$ cat config.mk
export PLATFORM = sky130hd
export DESIGN_NAME = seg7_scan_driver
export DESIGN_NICKNAME = d
export VERILOG_FILES = /design/src/rtl/seg7_scan_driver.sv
export SDC_FILE = /design/constraint.sdc
export NUM_CORES = 1
export LEC_CHECK = 0
export BUFFER_PORTS_ARGS = -buffer_cell sky130_fd_sc_hd__buf_2
export CORE_MARGIN = 2
export CORE_UTILIZATION = 55
export DETAILED_ROUTE_END_ITERATION = 7
export GPL_TIMING_DRIVEN = 0
export MAX_ROUTING_LAYER = met4
export PLACE_DENSITY = 0.76
export SLEW_MARGIN = 20
export SYNTH_ARGS = -nofsm -noshare
export SYNTH_HDL_FRONTEND = slang
export SYNTH_SLANG_ARGS = --single-unit
export TNS_END_PERCENT = 1
$ cat constraint.sdc
create_clock -name CLK -period 5.3 [get_ports CLK]
set_input_delay 0.53 -clock CLK [delete_from_list [all_inputs] [get_ports CLK]]
set_output_delay 0.53 -clock CLK [all_outputs]
set_load 0.02 [all_outputs]
$ cat src/rtl/seg7_scan_driver.sv
// seg7_scan_driver: multiplexed active-low 7-segment scan driver with
// per-frame snapshot, inter-digit blanking, enable mask and leading-zero blanking.
module seg7_scan_driver #(
  parameter int NDIG      = 4,
  parameter int SCAN_DIV  = 100000,
  parameter int BLANK_CYC = 1000
) (
  input  logic              CLK,
  input  logic              Rst,
  input  logic [4*NDIG-1:0] iData,
  input  logic [NDIG-1:0]   iEnMask,
  input  logic              iLZS,
  output logic [NDIG-1:0]   oAN,
  output logic [6:0]        oDisplay,
  output logic              oFrame
);

  localparam int CW = $clog2(SCAN_DIV);
  localparam int IW = (NDIG > 1) ? $clog2(NDIG) : 1;
  localparam logic [CW-1:0] CNT_LAST = CW'(SCAN_DIV - 1);
  localparam logic [CW-1:0] CNT_BLNK = CW'(BLANK_CYC);
  localparam logic [IW-1:0] IDX_LAST = IW'(NDIG - 1);

  logic [CW-1:0]     cnt_q, cnt_d;
  logic [IW-1:0]     idx_q, idx_d;
  logic [4*NDIG-1:0] data_q, data_d;
  logic [NDIG-1:0]   mask_q, mask_d;
  logic              lzs_q, lzs_d;
  logic [NDIG-1:0]   an_q, an_d;
  logic [6:0]        disp_q, disp_d;
  logic              frame_q, frame_d;

  logic              cap;
  logic              wrap;
  logic [NDIG-1:0]   lead;
  logic              run;
  logic [3:0]        dig;
  logic              dig_en;
  logic              dig_lead;
  logic              vis;

  function automatic logic [6:0] decode(input logic [3:0] v);
    logic [6:0] s;
    case (v)
      4'h0: s = 7'h40;
      4'h1: s = 7'h79;
      4'h2: s = 7'h24;
      4'h3: s = 7'h30;
      4'h4: s = 7'h19;
      4'h5: s = 7'h12;
      4'h6: s = 7'h02;
      4'h7: s = 7'h78;
      4'h8: s = 7'h00;
      4'h9: s = 7'h10;
      4'hA: s = 7'h08;
      4'hB: s = 7'h03;
      4'hC: s = 7'h46;
      4'hD: s = 7'h21;
      4'hE: s = 7'h06;
      default: s = 7'h0E;
    endcase
    return s;
  endfunction

  // Slot timer, digit index and once-per-frame input snapshot
  always_comb begin
    wrap   = (cnt_q == CNT_LAST);
    cap    = (idx_q == '0) && (cnt_q == '0);
    cnt_d  = wrap ? '0 : cnt_q + 1'b1;
    idx_d  = idx_q;
    if (wrap) idx_d = (idx_q == IDX_LAST) ? '0 : idx_q + 1'b1;
    data_d  = cap ? iData   : data_q;
    mask_d  = cap ? iEnMask : mask_q;
    lzs_d   = cap ? iLZS    : lzs_q;
    frame_d = cap;
  end

  // Visibility and next anode/segment values for the current slot
  always_comb begin
    lead     = '0;
    run      = 1'b1;
    dig      = '0;
    dig_en   = 1'b0;
    dig_lead = 1'b0;
    an_d     = '1;
    disp_d   = 7'h7F;
    for (int k = NDIG - 1; k >= 0; k--) begin
      run     = run & (data_q[4*k +: 4] == 4'h0);
      lead[k] = run;
    end
    for (int k = 0; k < NDIG; k++) begin
      if (idx_q == IW'(k)) begin
        dig      = data_q[4*k +: 4];
        dig_en   = mask_q[k];
        dig_lead = lead[k];
      end
    end
    vis = dig_en && !(lzs_q && (idx_q != '0) && dig_lead);
    if ((cnt_q >= CNT_BLNK) && vis) begin
      for (int k = 0; k < NDIG; k++) begin
        if (idx_q == IW'(k)) an_d[k] = 1'b0;
      end
      disp_d = decode(dig);
    end
  end

  // State and registered outputs
  always_ff @(posedge CLK) begin
    if (Rst) begin
      cnt_q   <= '0;
      idx_q   <= '0;
      data_q  <= '0;
      mask_q  <= '0;
      lzs_q   <= 1'b0;
      an_q    <= '1;
      disp_q  <= 7'h7F;
      frame_q <= 1'b0;
    end else begin
      cnt_q   <= cnt_d;
      idx_q   <= idx_d;
      data_q  <= data_d;
      mask_q  <= mask_d;
      lzs_q   <= lzs_d;
      an_q    <= an_d;
      disp_q  <= disp_d;
      frame_q <= frame_d;
    end
  end

  assign oAN      = an_q;
  assign oDisplay = disp_q;
  assign oFrame   = frame_q;

endmodule

==> results.toml <==
[run_status]
status = "finished, final reports clean"

[layout]
antennaDiodeCount = 0
layout_common_cells = "52 x dfxtp_1, 51 x nor2_1, 35 x buf_2, 25 x mux2i_1, 20 x nand2_1"
fin_cells = 371
area_delta_synth_final_pct = 13.0
fin_nets = 353
layout_commonest_cell = "dfxtp_1"
drive_gt1_share_pct = 15.7

[place]
dp_hpwl_um = 3610
dp.cells = 363
pre_cts_slack_ns = 2.17
place.gp.congestion = 0.867
io_buffer_count = 33

[sta]
tightest_slew_ns = 0.804
finClkSkew_ns = 0.00992
rsz0062_at_grt = "no"
max_freq_mhz = 316
slew_headroom_pct = 46.4
tns_ns = 0
slew_violations = 0
worst_slack_ns = 2.13
setup_viol = 0
final_hold_viol_count = 0
finalCritPeriodShare_pct = 59.8
fin_crit_ns = 3.17

[drt]
routedWlPerCell_um = 13.0
route.detailed.drc = 0
vias = 1974
drtAntennaViolNets = 0
wl_um = 4840
viasPerCell = 5.32
drt_pass1_iterations = 4
drt_iter0_drc = 86

[logic_synthesis]
synth-simple-area-share_pct = 24.2
ys_seq_area_share_pct = 41.6
synth_area_leader_cell = "dfxtp_1"
synth_area_sq_mm = 0.00250
synth_top_family_by_area = "simple AND/OR/NAND/NOR gates"
syn_nets = 313
yosysUniqueCellTypes = 41
synthXorXnorAreaFrac_pct = 5.26
synth.avg_cell_area_sq_um = 8.99
synth_top_area_share_pct = 41.6
synth-seq-cells = 52
synthMuxAreaShare_pct = 10.0
synthTopCellsByArea = "dfxtp_1 42%, mux2i_1 10%, nor2_1 7.7%"
yosys_warnings = 0
synth_compound_area_share_pct = 7.51
synthAdderAreaFrac_pct = 6.01
synthesis.instances = 278

[clocking]
cts_made_buffers = 5
cts_sinks = 52
cts_tree = "yes"
cts_resized = 0
clock_latency_ns = 0.30
clock-root-buffer = "clkbuf_8"
cts_buffer_depth = 2
h-tree-depth = 2
clk_pin_slew_ns = 0.09
holdBufCountCts = 0
post_cts_buffers = 0

[pwr]
p_per_area_mw_per_mm2 = 271
p_int_w = 0.000568
clkPwrFrac_pct = 30.0
swShare_pct = 25.6
irDropWorstVdd_mv = 0.216
p_sw_w = 0.000196
p_comb_share_pct = 14.6
leakagePower_nw = 1.14
power_frac_seq_pct = 55.4

[critical_path]
worst-path-buf-inv = 3
path_delay_family = "compound AO/OA/AOI/OAI gates"
crit_fanout = 10
cp-end-kind = "register"
critPathMaxStageDelay_ns = 0.72
cp_slowest_cell = "a221oi_1"
critPathRequiredTime_ns = 5.48
cp-startpoint = "idx_q[0]"
reg2reg_slack_ns = 2.13
path_class = "register to register"
arrival_ns = 3.35
r2r-end = "oDisplay[2]"
crit_chain = "ha_1, clkbuf_1, clkbuf_1, a211oi_1, a221oi_1, inv_1, ha_1, o311ai_0"
r2r-start = "idx_q[0]"
cp-start-kind = "register"
rr_worst_depth = 8
crit_cells = 8

[worst_hold_path]
holdCritPathClass = "input port to register"
hold_end = "data_q[8]"
min_from = "iData[8]"
hold_depth = 3

[global_routing]
grt_pass1_vias = 1850
grt_start_max_net_pins = 16
grt_first_pass_wirelength_um = 8320
overflow = 0
antenna_found_initial = 0
grt_use_total_pct = 21.0

[floorplan]
core_sq_mm = 0.00435
floorplan.die.height_um = 71.4
dieArea_sq_mm = 0.00510
die_width_um = 71.4
num_rows = 24
num_io_pins = 35
start_util_pct = 57.4

[job]
cap_violations = 0
==> flip-flops by register name (all words and copies together), names as in the netlist <==
signal	flops
oAN	4
cnt_q	17
oFrame	1
mask_q	4
data_q	16
oDisplay	7
lzs_q	1
idx_q	2
==> final cells by class <==
cell class,instances,area (sq um)
fillers,365,1530
flip-flops and latches,52,1040
plain buffers,17,85.1
multi-input cells,196,1330
clock buffers,7,86.3
inverters,13,48.8
well taps,52,65.1
repair buffers,33,165
clock inverters,1,7.51
==> worst max path at each step <==
| stage | end | slack [ns] |
|---|---|---|
| CTS | oDisplay[2] | 2.12 |
| global route | oDisplay[2] | 1.77 |
| global placement | oDisplay[2] | 2.21 |
| floorplan | oDisplay[3] | 2.76 |
| detailed placement | oDisplay[2] | 2.17 |
| finish | oDisplay[2] | 2.13 |
==> cell families (layout without fill, tap and decap cells) <==
group,Yosys count,after routing
AO/OA/AOI/OAI,25,25
XOR/XNOR,15,15
adder cells (fa/ha/maj),12,12
buffers and inverters,30,71
flip-flops,52,52
multiplexers,25,25
AND/OR/NAND/NOR,119,119
==> per-layer routing <==
metal  up-vias  part of all wire (%)  GRT usage [%]  wire (um)
li1       1039                     -              -          -
met1       899                    46           24.7       2230
met2        32                    50           37.2       2400
met3         4                   3.7           3.94        179
met4         0                  0.58           4.40         28
met5         -                     0              -          0
==> stage by stage <==
step | power, W | util (%) | hold WS, ns | cell area, sq um
finish | 0.000764 | 64.9 | 0.458 | 2820
floorplan | 0.000515 | - | 0.441 | 2500
global placement | 0.000540 | 62.7 | 0.458 | 2730
global route | 0.000805 | 64.9 | 0.467 | 2820
CTS | 0.000771 | 64.9 | 0.462 | 2820
detailed placement | 0.000544 | 62.7 | 0.468 | 2730
==> power groups by stage <==
| stage | Combinational [W] | Sequential, W | Clock, W |
|---|---|---|---|
| floorplan | 0.0000870 | 0.000428 | 0 |
| global placement | 0.000109 | 0.000432 | 0 |
| detailed placement | 0.000112 | 0.000432 | 0 |
| CTS | 0.000112 | 0.000423 | 0.000235 |
| global route | 0.000126 | 0.000425 | 0.000254 |
| finish | 0.000112 | 0.000423 | 0.000230 |
==> worst reg2reg max path, delay by kind of cell (launching register included) <==
kind / cells / cell delay (ns)
compound gates: 3 / 1.21
buf+inv: 3 / 0.94
fa+ha+maj: 2 / 0.48
flops: 1 / 0.41
==> cells in the mapped netlist <==
library cell  instances
a211oi_1              5
a21oi_1               3
a221o_1               3
a221oi_1              2
a22oi_1               1
and3_1                1
and4_1                1
buf_2                 2
buf_4                 1
buf_6                 2
clkbuf_1             12
dfxtp_1              52
ha_1                 12
inv_1                13
mux2i_1              25
nand2_1              20
nand2b_1              1
nand3_1              12
nand3b_1              4
nand4_1               4
nor2_1               51
nor3_1                2
nor3_4                1
nor3b_1               5
nor4_1                8
nor4_4                1
nor4b_1               2
o2111ai_1             1
o211ai_1              6
o21ai_0               1
o21ai_1               1
o21bai_1              1
o311ai_0              1
or2_2                 1
or3_1                 1
or3_4                 1
or3b_2                1
or4_1                 1
or4b_1                1
xnor2_1               9
xor2_1                6
No activity file was read; power rests on OpenSTA's default activity.
